$ cat src/rtl/uart_frame_decoder_if.sv
// uart_frame_decoder_if: groups the byte-receiver input, the payload stream
// and the error pulses of uart_frame_decoder.
//   master : environment side (drives bytes and ready, observes the stream)
//   slave  : decoder side
interface uart_frame_decoder_if;
  logic       new_data_in;
  logic [7:0] data_byte_in;
  logic [7:0] frame_byte_out;
  logic       frame_valid_out;
  logic       frame_ready_in;
  logic       frame_last_out;
  logic [7:0] frame_len_out;
  logic       crc_err_out;
  logic       len_err_out;
  logic       drop_out;
  logic       timeout_out;

  modport master (
    output new_data_in, data_byte_in, frame_ready_in,
    input  frame_byte_out, frame_valid_out, frame_last_out, frame_len_out,
           crc_err_out, len_err_out, drop_out, timeout_out
  );

  modport slave (
    input  new_data_in, data_byte_in, frame_ready_in,
    output frame_byte_out, frame_valid_out, frame_last_out, frame_len_out,
           crc_err_out, len_err_out, drop_out, timeout_out
  );
endinterface

$ cat src/rtl/uart_frame_decoder.sv
// uart_frame_decoder: hunts for SYNC_BYTE, reads LEN, buffers LEN payload
// bytes, verifies an 8-bit additive checksum (LEN + payload + CHK == 0 mod 256)
// and replays good payloads as a valid/ready stream with a last flag.
// Ports:
//   clk_in, rst_in : clock, asynchronous active-high reset
//   bus (slave)    : new_data_in/data_byte_in from the UART receiver,
//                    frame_* payload stream, crc/len/drop/timeout pulses
// Optional feature: define UART_FRAME_TIMEOUT_EN to add an inter-byte timeout
// (TIMEOUT_CYCLES) while a frame is being received; otherwise timeout_out = 0.
module uart_frame_decoder #(
  parameter logic [7:0] SYNC_BYTE   = 8'hA5,
  parameter int         MAX_PAYLOAD = 16
`ifdef UART_FRAME_TIMEOUT_EN
  , parameter int       TIMEOUT_CYCLES = 100_000
`endif
) (
  input  logic          clk_in,
  input  logic          rst_in,
  uart_frame_decoder_if.slave bus
);
  localparam int IW = (MAX_PAYLOAD > 1) ? $clog2(MAX_PAYLOAD) : 1;

  typedef enum logic [2:0] {S_HUNT, S_LEN, S_PAYLOAD, S_CHECK, S_DRAIN} state_t;

  state_t        state, state_n;
  logic [7:0]    mem [MAX_PAYLOAD];
  logic [IW-1:0] idx, rd, len_m1;   // LEN is stored as LEN-1 so it fits the index width
  logic [7:0]    sum, frame_len;
  logic          crc_q, len_q, drop_q;
  logic          crc_n, len_n, drop_n;

  logic          strobe, len_bad, valid, xfer, at_last, active, expire;
  logic [7:0]    din, chk_sum;

  assign strobe  = bus.new_data_in;
  assign din     = bus.data_byte_in;
  assign len_bad = (din == 8'h00) || (int'(din) > MAX_PAYLOAD);
  assign chk_sum = sum + din;
  assign valid   = (state == S_DRAIN);
  assign xfer    = valid && bus.frame_ready_in;
  assign at_last = (rd == len_m1);
  assign active  = (state == S_LEN) || (state == S_PAYLOAD) || (state == S_CHECK);

`ifdef UART_FRAME_TIMEOUT_EN
  localparam int TW = $clog2(TIMEOUT_CYCLES + 1);
  logic [TW-1:0] tmr;
  logic          to_q;

  // A strobe on the expiry cycle wins, so expiry requires no strobe.
  assign expire = active && !strobe && (tmr == TW'(TIMEOUT_CYCLES - 1));

  always_ff @(posedge clk_in or posedge rst_in) begin
    if (rst_in) begin
      tmr  <= '0;
      to_q <= 1'b0;
    end else begin
      to_q <= expire;
      if (strobe || !active || expire) tmr <= '0;
      else                             tmr <= tmr + 1'b1;
    end
  end
  assign bus.timeout_out = to_q;
`else
  assign expire          = 1'b0;
  assign bus.timeout_out = 1'b0;
`endif

  always_ff @(posedge clk_in or posedge rst_in) begin
    if (rst_in) state <= S_HUNT;
    else        state <= state_n;
  end

  always_comb begin
    state_n = state;
    crc_n   = 1'b0;
    len_n   = 1'b0;
    drop_n  = 1'b0;
    case (state)
      S_HUNT:    if (strobe && din == SYNC_BYTE) state_n = S_LEN;
      S_LEN:     if (strobe) begin
                   if (len_bad) begin len_n = 1'b1; state_n = S_HUNT; end
                   else state_n = S_PAYLOAD;
                 end
      S_PAYLOAD: if (strobe && idx == len_m1) state_n = S_CHECK;
      S_CHECK:   if (strobe) begin
                   if (chk_sum == 8'h00) state_n = S_DRAIN;
                   else begin crc_n = 1'b1; state_n = S_HUNT; end
                 end
      S_DRAIN:   begin
                   // Bytes cannot be buffered while replaying; they are dropped.
                   drop_n = strobe;
                   if (xfer && at_last) state_n = S_HUNT;
                 end
      default:   state_n = S_HUNT;
    endcase
    if (expire) state_n = S_HUNT;
  end

  always_ff @(posedge clk_in or posedge rst_in) begin
    if (rst_in) begin
      idx       <= '0;
      rd        <= '0;
      len_m1    <= '0;
      sum       <= '0;
      frame_len <= '0;
      crc_q     <= 1'b0;
      len_q     <= 1'b0;
      drop_q    <= 1'b0;
    end else begin
      crc_q  <= crc_n;
      len_q  <= len_n;
      drop_q <= drop_n;
      if (strobe) begin
        case (state)
          S_LEN:     if (!len_bad) begin
                       len_m1 <= IW'(din - 8'd1);
                       sum    <= din;
                       idx    <= '0;
                     end
          S_PAYLOAD: begin
                       sum <= sum + din;
                       if (idx != len_m1) idx <= idx + 1'b1;
                     end
          S_CHECK:   if (chk_sum == 8'h00) begin
                       rd        <= '0;
                       frame_len <= 8'(len_m1) + 8'd1;
                     end
          default:   ;
        endcase
      end
      if (xfer && !at_last) rd <= rd + 1'b1;
    end
  end

  // Payload storage needs no reset; the output mux gates it when not draining.
  always_ff @(posedge clk_in) begin
    if (strobe && state == S_PAYLOAD) mem[idx] <= din;
  end

  assign bus.frame_valid_out = valid;
  assign bus.frame_byte_out  = valid ? mem[rd] : 8'h00;
  assign bus.frame_last_out  = valid && at_last;
  assign bus.frame_len_out   = frame_len;
  assign bus.crc_err_out     = crc_q;
  assign bus.len_err_out     = len_q;
  assign bus.drop_out        = drop_q;
endmodule

$ cat src/flat_wrapper.sv
// flat-port wrapper written by rule: the top's interface ports become plain ports
module uart_frame_decoder_flat 
#(
  parameter logic [7:0] SYNC_BYTE   = 8'hA5,
  parameter int         MAX_PAYLOAD = 16

)
  (clk_in, rst_in, bus_new_data_in, bus_data_byte_in, bus_frame_ready_in, bus_frame_byte_out, bus_frame_valid_out, bus_frame_last_out, bus_frame_len_out, bus_crc_err_out, bus_len_err_out, bus_drop_out, bus_timeout_out);
  uart_frame_decoder_if bus_i ();
  input  logic clk_in;
  input  logic rst_in;
  input wire logic [$bits(bus_i.new_data_in)-1:0] bus_new_data_in;
  input wire logic [$bits(bus_i.data_byte_in)-1:0] bus_data_byte_in;
  input wire logic [$bits(bus_i.frame_ready_in)-1:0] bus_frame_ready_in;
  output wire logic [$bits(bus_i.frame_byte_out)-1:0] bus_frame_byte_out;
  output wire logic [$bits(bus_i.frame_valid_out)-1:0] bus_frame_valid_out;
  output wire logic [$bits(bus_i.frame_last_out)-1:0] bus_frame_last_out;
  output wire logic [$bits(bus_i.frame_len_out)-1:0] bus_frame_len_out;
  output wire logic [$bits(bus_i.crc_err_out)-1:0] bus_crc_err_out;
  output wire logic [$bits(bus_i.len_err_out)-1:0] bus_len_err_out;
  output wire logic [$bits(bus_i.drop_out)-1:0] bus_drop_out;
  output wire logic [$bits(bus_i.timeout_out)-1:0] bus_timeout_out;
  assign bus_i.new_data_in = bus_new_data_in;
  assign bus_i.data_byte_in = bus_data_byte_in;
  assign bus_i.frame_ready_in = bus_frame_ready_in;
  assign bus_frame_byte_out = bus_i.frame_byte_out;
  assign bus_frame_valid_out = bus_i.frame_valid_out;
  assign bus_frame_last_out = bus_i.frame_last_out;
  assign bus_frame_len_out = bus_i.frame_len_out;
  assign bus_crc_err_out = bus_i.crc_err_out;
  assign bus_len_err_out = bus_i.len_err_out;
  assign bus_drop_out = bus_i.drop_out;
  assign bus_timeout_out = bus_i.timeout_out;
  uart_frame_decoder #(.SYNC_BYTE(SYNC_BYTE), .MAX_PAYLOAD(MAX_PAYLOAD)) u_core (.clk_in(clk_in), .rst_in(rst_in), .bus(bus_i));
endmodule
$ cat config.mk
export PLATFORM = sky130hd
export DESIGN_NAME = uart_frame_decoder_flat
export DESIGN_NICKNAME = d
export VERILOG_FILES = /design/src/rtl/uart_frame_decoder_if.sv /design/src/rtl/uart_frame_decoder.sv /design/src/flat_wrapper.sv
export SDC_FILE = /design/constraint.sdc
export NUM_CORES = 1
export LEC_CHECK = 0
export ABC_AREA = 1
export BUFFER_PORTS_ARGS = -buffer_cell sky130_fd_sc_hd__buf_2
export CELL_PAD_IN_SITES_DETAIL_PLACEMENT = 1
export CELL_PAD_IN_SITES_GLOBAL_PLACEMENT = 1
export CORE_ASPECT_RATIO = 1.1
export CORE_MARGIN = 10
export CORE_UTILIZATION = 45
export DETAILED_ROUTE_END_ITERATION = 7
export PLACE_DENSITY = 0.87
export REMOVE_ABC_BUFFERS = 1
export SLEW_MARGIN = 20
export SYNTH_ARGS = -nofsm -noshare
export SYNTH_HDL_FRONTEND = slang
export SYNTH_SLANG_ARGS = --single-unit
$ cat constraint.sdc
create_clock -name clk_in -period 2.19 [get_ports clk_in]
set_clock_uncertainty 0.2 [all_clocks]
set_input_delay 0.5475 -clock clk_in [delete_from_list [all_inputs] [get_ports clk_in]]
set_output_delay 0.5475 -clock clk_in [all_outputs]
set_load 0.05 [all_outputs]
Word-level counts from Yosys, hierarchy flattened
Memories as Yosys holds them, arrays and structs flattened.
Cells that the tools add are included.
{"block": "totals", "ff_bits": 34, "mem_bits_rw": 128, "inputBits": 12, "mem_count": 1}
{"memory": "u_core.mem", "depth": 16, "word_bits": 8, "rd": 1, "rd_ports_with_merged_regs": 0, "write_ports": 1, "line": "uart_frame_decoder.sv:26", "rtl": "logic [7:0] mem [MAX_PAYLOAD];"}
{"block": "op_classes", "addsub": 5, "magnitude_cmp": 1, "n_eq_ne": 15, "muxes": 27, "bitwise_logic": 1, "n_reduce_logical": 22}
{"cell": "4-bit two-way mux", "count": 6}
{"cell": "3-bit two-way mux", "count": 6}
{"cell": "8-bit logical NOT", "count": 2}
{"cell": "8-bit two-way mux", "count": 2}
{"cell": "8-bit case mux with 2 select lines", "count": 1}
{"cell": "3-bit case mux with 5 select lines", "count": 1}
{"cell": "3-bit AND reduction", "count": 4}
{"cell": "1-bit two-way mux", "count": 9}
{"cell": "4-bit by 1-bit adder with 4-bit output (second input constant)", "count": 2}
{"cell": "8-bit adder", "count": 1}
{"cell": "4-bit equality test", "count": 2}
{"cell": "8-bit equality test (second input constant)", "count": 1}
{"cell": "8-bit by 5-bit > comparator with 1-bit output (second input constant)", "count": 1}
{"cell": "2-bit inequality test (second input constant)", "count": 4}
{"cell": "4-bit case mux with 2 select lines", "count": 1}
{"cell": "2-bit nonzero test", "count": 4}
{"cell": "1-bit logical AND", "count": 7}
{"cell": "3-bit by 2-bit equality test with 1-bit output (second input constant)", "count": 2}
{"cell": "2-bit by 1-bit inequality test with 1-bit output (second input constant)", "count": 3}
{"cell": "4-bit by 1-bit adder with 5-bit output (second input constant)", "count": 1}
{"cell": "5-bit AND reduction", "count": 1}
{"cell": "4-bit inequality test", "count": 1}
{"cell": "4-bit AND reduction", "count": 1}
{"cell": "4-bit by 1-bit subtractor with 4-bit output (second input constant)", "count": 1}
{"cell": "7 further kinds", "count": 7}

Longest topological paths before layout
{"block": "depth", "word_depth": 6, "ltp_mapped": 13}

Worst setup path after synthesis
Ideal clock, no wire load.
{"block": "synth_path", "path_kind": "register -> output", "from": "register u_core.state[1]", "to": "output bus_frame_byte_out[0]", "arrival_time_ps": 2222, "t_required_ps": 1442, "path_slack_ps": -779, "path_stages_with_launch": 4, "cell_sequence": "dfrtp_1 -> nor3_2 -> inv_2 -> a21oi_1"}
{"block": "synth_via", "elab_chain_len": 2}
{"element": "start, declared", "line": "uart_frame_decoder.sv:25", "rtl": "state_t state, state_n;"}
{"element": "start signal, assigned", "line": "uart_frame_decoder.sv:70", "rtl": "else state <= state_n;"}
{"element": "3-bit equality test", "line": "uart_frame_decoder.sv:39", "rtl": "assign valid = (state == S_DRAIN);"}
{"element": "via bus_frame_valid_out", "line": "flat_wrapper.sv:16", "rtl": "output wire logic [$bits(bus_i.frame_valid_out)-1:0] bus_frame_valid_out;"}
{"element": "8-bit two-way mux", "line": "uart_frame_decoder.sv:141", "rtl": "assign bus.frame_byte_out = valid ? mem[rd] : 8'h00;"}
{"element": "end, declared", "line": "flat_wrapper.sv:15", "rtl": "output wire logic [$bits(bus_i.frame_byte_out)-1:0] bus_frame_byte_out;"}
The timed path passes the listed nets, and every way through them passes these cells.

Worst setup path in the final report
{"block": "layout_path", "from": "register u_core.rd[0]", "to": "output bus_frame_byte_out[6]"}
{"block": "layout_via", "elab_chain_len": 2}
{"element": "start, declared", "line": "uart_frame_decoder.sv:27", "rtl": "logic [IW-1:0] idx, rd, len_m1;"}
{"element": "start signal, assigned", "line": "uart_frame_decoder.sv:131", "rtl": "if (xfer && !at_last) rd <= rd + 1'b1;"}
{"element": "memory 16 x 8 bit"}
{"element": "8-bit two-way mux", "line": "uart_frame_decoder.sv:141"}
Every way passes these cells.

==> metrics.cfg <==
[die]
die_area_um2 = 21400
start_util = 0.457
rows = 48
die_height_um = 152
core_um2 = 15700
boundaryPins = 34
die_w_um = 140

[synth]
ys_seq_elements = 159
yosys.area.top_type = edfxtp_1
yosysTopAreaCellShare = 0.536
yosysWarnings = 0
netlist_instances = 645
synthTopCellsByArea = edfxtp_1, dfrtp_1, nor2_1
synthArstFlopShare = 0.195
syn_area_per_cell_um2 = 11.1
synthFlopType = edfxtp_1
synth_edf_count = 128
yosysSeqAreaShare = 0.645
yosys.cell_types.count = 36
netlist_area_um2 = 7170

[sta]
period_needed_ns = 2.96
setup_violations = 19
fin_crit_sh = 1.35
rsz0062_at_grt = yes
max_freq_ghz = 0.337
hold_viol = 0
worst_slack_ns = -0.775
report.final.slew_viol_count = 0

[drt]
first_pass_iters = 5
vias = 5821
wl_per_cell_um = 25.6
viasPerCell = 6.03
drc = 0
wl_um = 24700
drtIter0Drc = 670
ant_nets = 0

[worst_setup_path]
required_ns = 1.44
crit_family = buffers and inverters
critical_path_class = reg -> out
cp_slowest_stage_delay_ns = 0.48
worstPathCellList = buf_12, bufbuf_16, nor2_1, o22ai_1, o211ai_1, a21oi_2, buf_6
timing.rr.start = u_core.sum[0]
critPathSlowestCell = dfrtp_2
cp.depth = 7
path_buf_inv = 3
critPathMaxFanout = 14
worstSetupStartpointType = flop
ff2ff_path_depth = 9
r2r_slack_ns = -0.20
arrival_ns = 2.22
r2r_end = u_core.rd[2]
setup.worst_path.end_class = output port

[worst_hold_path]
holdPathStages = 3
min_to = u_core.sum[7]
hp-start = bus_new_data_in
min_path_type = in -> reg

[clock_network]
clk_pin_slew_worst_paths_ns = 0.07
cts_max_path_buffers = 2
cts_tree = yes
numCtsBuffers = 17
htree_num_levels = 4
root_buffer = clkbuf_16
numClockSinks = 159
clkLatencyLatePin_ns = 0.44

[final_layout]
area_growth_pct = 28.8
fin_cells = 965
drive_gt1_frac = 0.297
diodes = 0
design_area_um2 = 9230
nNetsFinal = 780

[global_routing]
grt_overflow = 0
grt_pass1_vias = 6268
grt_max_degree = 24
grt_pass1_wl_um = 37300
grt_use_total = 0.226
antenna_found_initial = 0

[status]
violations = negative setup slack
status = finished, violations left

[place]
post_dp_cell_area_um2 = 7990
gp_congestion = 0.849
numPortBuffers = 29
dpl.hpwl_um = 14500
dp.cells = 912

[power]
powerDensity_nw_per_um2 = 949
irDropWorstVdd_uv = 753
leakage_nw = 3.58
fin_total_pwr_w = 0.00876

[flow_run]
max_cap_viol_count = 0

-- cells in the mapped netlist (all sizes together) (2+ instances only) --
| cell type | number |
|---|---|
| edfxtp | 128 |
| nor2 | 98 |
| nand2 | 92 |
| o21ai | 80 |
| inv | 37 |
| nand3 | 36 |
| dfrtp | 31 |
| o221ai | 20 |
| buf | 18 |
| clkbuf | 16 |
| ha | 15 |
| a21oi | 12 |
| o211ai | 12 |
| xnor2 | 11 |
| o22ai | 10 |
| nand4 | 8 |
| xor2 | 5 |
| a31oi | 4 |
| nor3 | 4 |
| clkinv | 2 |
| or2 | 2 |
-- metal layers --
metal | GRT usage | share of wire
met5 | 0 | 0
met1 | 0.268 | 0.38
met3 | 0.0396 | 0.063
met2 | 0.384 | 0.52
met4 | 0.111 | 0.039
-- flip-flops by register name (all words and copies together) (netlist names), 3 cells and up --
name,flops
u_core.mem,128
u_core.sum,8
u_core.bus.frame_len_out,5
u_core.idx,4
u_core.len_m1,4
u_core.rd,4
u_core.state,3
-- worst reg2reg max path, stage by stage, from the launching register on --
cell and delay (ns):
dfrtp_1 0.39, ha_2 0.19, fa_2 0.45, or2_4 0.26, nor2_4 0.08, nand3_2 0.09
nor2_4 0.19, nand3_4 0.22, nand3_2 0.15, nand2_2 0.05
-- layout by cell type (no fill, tap or decap), types with 5 or more instances in the layout --
cell	netlist	routed
a21oi_1	12	5
a21oi_2	0	7
buf_12	0	10
buf_2	12	19
buf_4	5	69
buf_6	1	15
clkbuf_1	16	7
clkbuf_16	0	17
dfrtp_1	31	29
edfxtp_1	128	128
ha_1	15	13
inv_1	33	32
nand2_1	88	74
nand2_2	4	17
nand3_1	34	28
nand3_2	1	6
nand4_1	8	8
nor2_1	94	82
nor2_2	2	10
nor2_4	2	6
o211ai_1	12	12
o21ai_0	66	53
o21ai_1	8	16
o21ai_2	6	11
o221ai_1	20	15
o221ai_2	0	5
o22ai_1	10	5
o22ai_2	0	5
xnor2_1	11	10
xor2_1	5	5
-- report_power, final --
| group | internal, W | total [W] | switching [W] | leakage [nW] |
|---|---|---|---|---|
| combinational | 0.000820 | 0.00214 | 0.00132 | 1.74 |
| sequential | 0.00344 | 0.00360 | 0.000163 | 1.56 |
| clock | 0.00182 | 0.00302 | 0.00120 | 0.283 |
-- area by class of cell --
class                           count  area [µm²]
Clock buffer                       25         465
Inverter                           39         156
Tap cell                          200         250
Timing Repair Buffer              118        1110
Sequential cell                   159        4620
Clock inverter                      7         114
Multi-Input combinational cell    417        2510
Fill cell                        1605        6450
-- per-stage QoR --
| stage | utilization | setup WS [ns] | hold slack (ns) | setup TNS (ns) |
|---|---|---|---|---|
| floorplan | - | -1.75 | 0.246 | -17.54 |
| global placement | 0.509 | -0.500 | 0.263 | -11.25 |
| detailed placement | 0.509 | -0.575 | 0.266 | -15.35 |
| CTS | 0.583 | -0.717 | 0.230 | -8.06 |
| global route | 0.589 | -0.833 | 0.246 | -9.39 |
| finish | 0.589 | -0.775 | 0.232 | -8.06 |
-- worst max path at each step --
stage | start | endpoint | slack, ns
global route | u_core.rd[0] | bus_frame_byte_out[6] | -0.83
detailed placement | bus_data_byte_in[0] | u_core.bus.frame_len_out[3] | -0.58
floorplan | u_core.rd[0] | bus_frame_byte_out[4] | -1.75
finish | u_core.rd[0] | bus_frame_byte_out[6] | -0.77
CTS | u_core.rd[0] | bus_frame_byte_out[6] | -0.72
global placement | bus_data_byte_in[0] | u_core.bus.frame_len_out[2] | -0.50
-- timing repair --
| item | 4_1_cts | 5_1_grt |
|---|---|---|
| resized for setup | 82 | 36 |
| setup endpoints to repair | 129 | 118 |
| hold buffers | 1 | 0 |
| setup buffers | 11 | 4 |
| cloned | 7 | 0 |
| pin swaps | 35 | 19 |
| endpoints found under the hold margin | 31 | 0 |
-- cell families (layout without fill, tap and decap cells) --
kind of cell / count (synthesis) / in the layout / share of synthesized area
buffers and inverters: 73 / 189 / 0.0440
and+or+nand+nor: 241 / 242 / 0.145
other: 1 / 4 / 0.000523
DFF: 159 / 159 / 0.645
AOI/OAI and AO/OA: 139 / 139 / 0.118
adders and majority gates: 16 / 16 / 0.0290
xor gates and xnor gates: 16 / 16 / 0.0196
Note: power is estimated with default switching activity, not from simulation.
